$ cat config.mk
export PLATFORM = sky130hd
export DESIGN_NAME = alu_cmd_ctrl_flat
export DESIGN_NICKNAME = d
export VERILOG_FILES = /design/src/rtl/alu_cmd_ctrl_pkg.sv /design/src/rtl/alu_cmd_ctrl_if.sv /design/src/rtl/alu_cmd_ctrl.sv /design/src/flat_wrapper.sv
export SDC_FILE = /design/constraint.sdc
export NUM_CORES = 1
export LEC_CHECK = 0
export BUFFER_PORTS_ARGS = -buffer_cell sky130_fd_sc_hd__buf_2
export CAP_MARGIN = 20
export CORE_UTILIZATION = 45
export DETAILED_ROUTE_END_ITERATION = 16
export PLACE_DENSITY = 0.81
export REMOVE_ABC_BUFFERS = 1
export SYNTH_ARGS = -nofsm -noshare
export SYNTH_HDL_FRONTEND = slang
export SYNTH_SLANG_ARGS = --single-unit
$ cat constraint.sdc
create_clock -name clk -period 1.4 [get_ports clk]
set_clock_uncertainty 0.1 [all_clocks]
set_input_delay 0.42 -clock clk [delete_from_list [all_inputs] [get_ports clk]]
set_output_delay 0.42 -clock clk [all_outputs]
set_load 0.05 [all_outputs]
$ cat src/rtl/alu_cmd_ctrl_pkg.sv
// Shared definitions for the ALU command controller.
// Holds the FSM encoding, the command header nibble and the ALU function codes.
// Included by every file of the block through a package import.
package alu_cmd_ctrl_pkg;

    typedef enum logic [2:0] {
        ST_IDLE     = 3'd0,
        ST_GET_A    = 3'd1,
        ST_GET_B    = 3'd2,
        ST_ALU_REQ  = 3'd3,
        ST_ALU_WAIT = 3'd4,
        ST_TX_LO    = 3'd5,
        ST_TX_HI    = 3'd6
    } state_t;

    // Upper nibble that marks a command header byte
    localparam logic [3:0] HDR_NIBBLE = 4'hA;

    // ALU function codes carried in the low nibble of the header
    localparam logic [3:0] FUN_ADD = 4'd0;
    localparam logic [3:0] FUN_SUB = 4'd1;
    localparam logic [3:0] FUN_MUL = 4'd2;
    localparam logic [3:0] FUN_DIV = 4'd3;

    function automatic logic is_header(input logic [7:0] b);
        return (b[7:4] == HDR_NIBBLE);
    endfunction

endpackage

$ cat src/rtl/alu_cmd_ctrl_if.sv
// Bundle of rx command, ALU and tx result signals around the controller.
// Pure wiring, no latency.
// tx side uses valid/ready; rx and ALU sides are strobes with no backpressure.
interface alu_cmd_ctrl_if #(
    parameter int OPER_WIDTH = 8,
    parameter int FUN_WIDTH  = 4
);
    logic [7:0]              rx_data;
    logic                    rx_valid;
    logic [OPER_WIDTH-1:0]   alu_a;
    logic [OPER_WIDTH-1:0]   alu_b;
    logic [FUN_WIDTH-1:0]    alu_fun;
    logic                    alu_en;
    logic [2*OPER_WIDTH-1:0] alu_out;
    logic                    alu_valid;
    logic [7:0]              tx_data;
    logic                    tx_valid;
    logic                    tx_ready;
    logic                    busy;
    logic                    err;

    // Controller side
    modport master (
        input  rx_data, rx_valid, alu_out, alu_valid, tx_ready,
        output alu_a, alu_b, alu_fun, alu_en, tx_data, tx_valid, busy, err
    );

    // Environment side: receiver, ALU and transmitter
    modport slave (
        output rx_data, rx_valid, alu_out, alu_valid, tx_ready,
        input  alu_a, alu_b, alu_fun, alu_en, tx_data, tx_valid, busy, err
    );
endinterface

$ cat src/rtl/alu_cmd_ctrl.sv
// Collects header/A/B bytes, fires the ALU once, returns the 16-bit result as two bytes.
// Latency: alu_en one cycle after the B byte; first tx byte one cycle after alu_valid.
// tx bytes held while tx_ready is low; rx bytes arriving while not collecting are dropped with err.
module alu_cmd_ctrl #(
    parameter int OPER_WIDTH = 8,
    parameter int FUN_WIDTH  = 4,
    parameter int TIMEOUT    = 15
) (
    input  logic            clk,
    input  logic            async_rst,
    alu_cmd_ctrl_if.master  bus
);
    import alu_cmd_ctrl_pkg::*;

    localparam int CNT_W = $clog2(TIMEOUT + 1);
    localparam int RES_W = 2 * OPER_WIDTH;

    state_t             state;
    state_t             state_nxt;
    logic [CNT_W-1:0]   wait_cnt;
    logic [RES_W-1:0]   result;
    logic               err_nxt;
    logic               ld_fun;
    logic               ld_a;
    logic               ld_b;
    logic               ld_res;
    logic               tx_hs;

    assign tx_hs = bus.tx_valid & bus.tx_ready;

    // Next-state decode; any rx byte outside the collecting states is an overrun
    always_comb begin
        state_nxt = state;
        err_nxt   = 1'b0;
        ld_fun    = 1'b0;
        ld_a      = 1'b0;
        ld_b      = 1'b0;
        ld_res    = 1'b0;
        case (state)
            ST_IDLE: begin
                if (bus.rx_valid) begin
                    if (is_header(bus.rx_data)) begin
                        ld_fun    = 1'b1;
                        state_nxt = ST_GET_A;
                    end else begin
                        err_nxt = 1'b1;
                    end
                end
            end
            ST_GET_A: begin
                if (bus.rx_valid) begin
                    ld_a      = 1'b1;
                    state_nxt = ST_GET_B;
                end
            end
            ST_GET_B: begin
                if (bus.rx_valid) begin
                    ld_b      = 1'b1;
                    state_nxt = ST_ALU_REQ;
                end
            end
            ST_ALU_REQ: begin
                err_nxt   = bus.rx_valid;
                state_nxt = ST_ALU_WAIT;
            end
            ST_ALU_WAIT: begin
                err_nxt = bus.rx_valid;
                if (bus.alu_valid) begin
                    ld_res    = 1'b1;
                    state_nxt = ST_TX_LO;
                end else if (wait_cnt == CNT_W'(TIMEOUT - 1)) begin
                    err_nxt   = 1'b1;
                    state_nxt = ST_IDLE;
                end
            end
            ST_TX_LO: begin
                err_nxt = bus.rx_valid;
                if (tx_hs) state_nxt = ST_TX_HI;
            end
            ST_TX_HI: begin
                // A header landing on the final handshake is still an overrun
                err_nxt = bus.rx_valid;
                if (tx_hs) state_nxt = ST_IDLE;
            end
            default: state_nxt = ST_IDLE;
        endcase
    end

    // State register plus registered status pulses
    always_ff @(posedge clk or negedge async_rst) begin
        if (!async_rst) begin
            state      <= ST_IDLE;
            bus.alu_en <= 1'b0;
            bus.busy   <= 1'b0;
            bus.err    <= 1'b0;
        end else begin
            state      <= state_nxt;
            bus.alu_en <= (state_nxt == ST_ALU_REQ);
            bus.busy   <= (state_nxt != ST_IDLE);
            bus.err    <= err_nxt;
        end
    end

    // Operand, function and result capture; values hold until overwritten by the next frame
    always_ff @(posedge clk or negedge async_rst) begin
        if (!async_rst) begin
            bus.alu_fun <= '0;
            bus.alu_a   <= '0;
            bus.alu_b   <= '0;
            result      <= '0;
        end else begin
            if (ld_fun) bus.alu_fun <= bus.rx_data[FUN_WIDTH-1:0];
            if (ld_a)   bus.alu_a   <= OPER_WIDTH'(bus.rx_data);
            if (ld_b)   bus.alu_b   <= OPER_WIDTH'(bus.rx_data);
            if (ld_res) result      <= bus.alu_out;
        end
    end

    // Timeout counter runs only in ALU_WAIT and is zero on entry
    always_ff @(posedge clk or negedge async_rst) begin
        if (!async_rst) begin
            wait_cnt <= '0;
        end else if (state == ST_ALU_WAIT) begin
            wait_cnt <= wait_cnt + 1'b1;
        end else begin
            wait_cnt <= '0;
        end
    end

    // tx byte decoded straight from state so it stays stable under backpressure
    always_comb begin
        bus.tx_valid = 1'b0;
        bus.tx_data  = 8'h00;
        case (state)
            ST_TX_LO: begin
                bus.tx_valid = 1'b1;
                bus.tx_data  = result[7:0];
            end
            ST_TX_HI: begin
                bus.tx_valid = 1'b1;
                bus.tx_data  = result[15:8];
            end
            default: ;
        endcase
    end

endmodule

$ cat src/flat_wrapper.sv
// flat-port wrapper written by rule: the top's interface ports become plain ports
module alu_cmd_ctrl_flat import alu_cmd_ctrl_pkg::*;
#(
    parameter int OPER_WIDTH = 8,
    parameter int FUN_WIDTH  = 4,
    parameter int TIMEOUT    = 15
)
  (clk, async_rst, bus_rx_data, bus_rx_valid, bus_alu_out, bus_alu_valid, bus_tx_ready, bus_alu_a, bus_alu_b, bus_alu_fun, bus_alu_en, bus_tx_data, bus_tx_valid, bus_busy, bus_err);
  alu_cmd_ctrl_if #(.OPER_WIDTH(OPER_WIDTH), .FUN_WIDTH(FUN_WIDTH)) bus_i ();
  input  logic clk;
  input  logic async_rst;
  input wire logic [$bits(bus_i.rx_data)-1:0] bus_rx_data;
  input wire logic [$bits(bus_i.rx_valid)-1:0] bus_rx_valid;
  input wire logic [$bits(bus_i.alu_out)-1:0] bus_alu_out;
  input wire logic [$bits(bus_i.alu_valid)-1:0] bus_alu_valid;
  input wire logic [$bits(bus_i.tx_ready)-1:0] bus_tx_ready;
  output wire logic [$bits(bus_i.alu_a)-1:0] bus_alu_a;
  output wire logic [$bits(bus_i.alu_b)-1:0] bus_alu_b;
  output wire logic [$bits(bus_i.alu_fun)-1:0] bus_alu_fun;
  output wire logic [$bits(bus_i.alu_en)-1:0] bus_alu_en;
  output wire logic [$bits(bus_i.tx_data)-1:0] bus_tx_data;
  output wire logic [$bits(bus_i.tx_valid)-1:0] bus_tx_valid;
  output wire logic [$bits(bus_i.busy)-1:0] bus_busy;
  output wire logic [$bits(bus_i.err)-1:0] bus_err;
  assign bus_i.rx_data = bus_rx_data;
  assign bus_i.rx_valid = bus_rx_valid;
  assign bus_i.alu_out = bus_alu_out;
  assign bus_i.alu_valid = bus_alu_valid;
  assign bus_i.tx_ready = bus_tx_ready;
  assign bus_alu_a = bus_i.alu_a;
  assign bus_alu_b = bus_i.alu_b;
  assign bus_alu_fun = bus_i.alu_fun;
  assign bus_alu_en = bus_i.alu_en;
  assign bus_tx_data = bus_i.tx_data;
  assign bus_tx_valid = bus_i.tx_valid;
  assign bus_busy = bus_i.busy;
  assign bus_err = bus_i.err;
  alu_cmd_ctrl #(.OPER_WIDTH(OPER_WIDTH), .FUN_WIDTH(FUN_WIDTH), .TIMEOUT(TIMEOUT)) u_core (.clk(clk), .async_rst(async_rst), .bus(bus_i));
endmodule
## Word level (Yosys, flattened, before mapping)

Index checks and enable logic that the tools add are counted.

| operators by class | value |
|---|---|
| add/sub/neg operators | 1 |
| equal/unequal tests | 9 |
| multiplexer cells | 25 |
| bitwise operators | 1 |
| reductions and logical operators | 4 |

Operator list:

| operator | number |
|---|---|
| $mux W3 | 8 |
| $pmux W3 S7 | 1 |
| $pmux W8 S2 | 1 |
| $mux W1 | 13 |
| $eq A3 B2 Y1 const B | 3 |
| $eq A3 B3 Y1 const B | 3 |
| $eq A4 B4 Y1 const B | 2 |
| $add A4 B1 Y4 const B | 1 |
| $mux W4 | 1 |
| $eq A3 B1 Y1 const B | 1 |
| $logic_not A3 Y1 | 1 |
| $pmux W1 S3 | 1 |
| $reduce_bool A3 Y1 | 1 |
| $reduce_or A3 Y1 | 1 |
| $reduce_or A2 Y1 | 1 |
| $and A1 B1 Y1 | 1 |

| word-level totals | value |
|---|---|
| bits in registers | 46 |
| input bits | 29 |
| logic and storage cells | 49 |

## Logic depth before layout (Yosys ltp)

| logic depth | value |
|---|---|
| depth in word-level cells | 7 |
| gate-level depth with buffers | 5 |
| depth with buffers taken out | 5 |

## Worst setup path after synthesis

Ideal clock, no wire load.

| timing path | value |
|---|---|
| path kind | reg2out |
| from | register u_core.state[1] |
| to | output port bus_tx_data[0] |
| arrival | 1.533 ns |
| required time | 0.880 ns |
| path slack | -0.653 ns |
| cell stages (with the launch flop) | 6 |
| cells stage by stage | dfrtp_1 > buf_2 > nor2b_1 > buf_2 > a22oi_1 > nor2_1 |

| on the way | value |
|---|---|
| word-level cells in the longest chain between the ends | 2 |

RTL lines:

| item | RTL line | RTL |
|---|---|---|
| start, declared | alu_cmd_ctrl.sv:18 | `state_t state;` |
| start signal, assigned | alu_cmd_ctrl.sv:97 | `state <= state_nxt;` |
| $eq A3 B3 Y1 | alu_cmd_ctrl.sv:134 | `case (state)` |
| $pmux W8 S2 * | alu_cmd_ctrl.sv:134 |  |
| end, declared | flat_wrapper.sv:21 | `output wire logic [$bits(bus_i.tx_data)-1:0] bus_tx_data;` |

Every way passes the cells marked *; elsewhere a longest branch is shown, timed or not.

## Worst setup path after layout

| timing path | value |
|---|---|
| from | register u_core.state[0] |
| to | output port bus_tx_data[6] |

The elaborated chain is that of the path after synthesis.

==> metrics.cfg <==
[drt]
drc = 0
post_drt_wl_per_cell_um = 17.5
wl_um = 5210
vias = 1609
ant_nets = 0
vias_per_cell = 5.40
drtIter0Drc = 145
dr.pass1.iters = 4

[timing]
rsz0062_at_grt = yes
max-slew-margin-rel_pct = 75.0
slew_viol_final = 0
worst_pin_slew_ns = 0.374
max_freq_mhz = 497
period_share_pct = 144
hold_ws_ns = 0.235
setup_ws_ns = -0.612
setup_viol = 49
final-hold-violation-count = 0
fin_crit_ns = 2.01

[finish]
design_area_mm2 = 0.00309
antenna_cells = 0
utilization_pct = 71.1
drive_gt1_share_pct = 60.2
area_growth_pct = 51.9
final_cell_mix = dfrtp_1 (43), buf_6 (34), buf_2 (28), buf_4 (27), mux2_2 (26)
final_common_cell = dfrtp_1
nNetsFinal = 276

[synth]
ys_ff_latch = 46
syn-cell-area_mm2 = 0.00204
ys_types = 34
synth.area.top_cells = dfrtp_1 (57%), mux2_2 (15%), mux2_1 (5.0%)
synth_edf_count = 0
yosys_warnings = 0
synth-seq-area-share_pct = 56.5
synth_top_area_share_pct = 56.5
synthArstFlopShare_pct = 100
synth_area_leader_cell = dfrtp_1
syn_inst = 153
syn_area_per_cell_um2 = 13.3
synth-main-ff-cell = dfrtp_1

[global_route]
grt_pass1_vias = 1707
grtUsageTotal_pct = 22.2
grt-ovfl-total = 0
grt_pass1_wl_um = 8340
antenna_found_initial = 0
grt_max_degree = 47

[critical_path]
worstSetupPathType = reg2out
worstSetupStartpointType = register
worstPathRequired_ns = 0.88
r2r-start = u_core.state[0]$_DFF_PN0_
crit_arrival_ns = 1.49
end_kind = output port
worstPathMaxFanout = 9
crit_path_start = u_core.state[0]$_DFF_PN0_

[min_path]
min_path_type = in2reg
hold_path_startpoint = bus_alu_out[12]

[power]
leakage_nw = 1.43
vdd_drop_max_mv = 1.06
total_power_mw = 7.59
power_per_cell_area_mw_per_mm2 = 2450

[clock_network]
clkSinkCount = 46
cts.path.max_buffers = 2
htree_levels = 2
clk_latency_ns = 0.30
cts.reportedPaths.clkPinSlew_ns = 0.09
cts_made_buffers = 5
cts_root_buffer = clkbuf_8
cts_tree = built

[die]
die_w_um = 69.3
coreArea_mm2 = 0.00435
initial_core_util_pct = 46.8
fp.dieH_um = 69.3
dieArea_mm2 = 0.00480
io_pins = 61
rows = 24

[placed_design]
io_buffers = 60
place_congestion = 0.890
pre_cts_slack_ns = -0.356
placed_area_mm2 = 0.00259
hpwl_um = 3060

[outcome]
status = complete, but fails checks
violations = setup timing

[job]
maxCapViolations = 0

[per-stage QoR]
stage | setup TNS, ns | cells
after detailed placement | -12.31 | 281
after CTS | -15.03 | 294
after global placement | -10.81 | 281
final | -18.49 | 298
after floorplan | -44.22 | 144
after global routing | -20.33 | 298
[power by group]
part	internal (mW)	switching (mW)	leakage [nW]
registers	1.94	0.450	0.562
logic	1.76	2.26	0.795
clock network	0.715	0.471	0.0683
total	4.41	3.18	1.43
[final timing paths]
path	slack [ns]	to	cells after the start
setup / recovery	-0.61	bus_tx_data[6]	5
hold / removal	0.23	u_core.result[12]$_DFFE_PN0P_	2
setup reg to reg	-0.46	u_core.result[1]$_DFFE_PN0P_	4
hold reg to reg	0.40	u_core.result[8]$_DFFE_PN0P_	1
max in group asynchronous	0.44	u_core.state[2]$_DFF_PN0_	3
min in group asynchronous	0.52	u_core.bus.alu_a[5]$_DFFE_PN0P_	3
[critical path: stages (launching register included)]
cell and delay [ns]:
dfrtp_2 0.46, nor2b_4 0.21, buf_12 0.14, a22oi_1 0.07
nor2_1 0.13, buf_6 0.18
[layout make-up]
class / count / area (µm²)
sequential: 46 / 1150
inverter: 4 / 15.0
fill: 243 / 1260
multi-input combinational: 95 / 926
tap: 52 / 65.1
timing repair buffer: 93 / 796
clock buffer: 5 / 68.8
clock inverter: 3 / 68.8
[Yosys cell counts, types with 2 or more instances]
cell	count
nor2_1	13
o21ai_0	4
nor4bb_1	2
mux2_2	27
buf_4	2
ha_1	2
nand2_1	4
nand4b_1	2
dfrtp_1	46
nor2b_1	4
mux2_1	9
buf_2	6
a22oi_1	8
inv_1	4
[state kept, by name, summed over array words and instances, names as in the netlist]
register and cells:
u_core.bus.alu_a 8, u_core.wait_cnt 4, u_core.state 3, u_core.bus.err 1, u_core.bus.alu_b 8, u_core.bus.alu_en 1
u_core.bus.alu_fun 4, u_core.bus.busy 1, u_core.result 16
[per-layer routing]
layer  wire (µm)  vias to the layer above  global-route usage (%)
li1            -                      736                       -
met4          86                        0                    8.39
met5           0                        -                       0
met1        2220                      823                    27.7
met3         185                        9                    4.51
met2        2710                       41                    38.1
[logic make-up (layout without fill, tap and decap cells)]
| group | Yosys count | count (layout) | synth area share [%] |
|---|---|---|---|
| multiplexers | 37 | 37 | 20.4 |
| flip-flops | 46 | 46 | 56.5 |
| XOR/XNOR | 2 | 2 | 0.860 |
| AND/OR/NAND/NOR | 34 | 35 | 10.6 |
| AO/OA/AOI/OAI | 19 | 19 | 6.76 |
| buffers and inverters | 13 | 105 | 3.68 |
| adder cells (fa/ha/maj) | 2 | 2 | 1.23 |
[timing repair]
item | in CTS | in global routing
pin swaps | 3 | 3
setup buffers | 4 | 3
cloned | 1 | 1
gates resized for setup | 68 | 25
setup endpoints to repair | 69 | 76
hold buffers | 1 | 0
endpoints found under the hold margin | 24 | 0
Power figures use the tool's default switching activity.
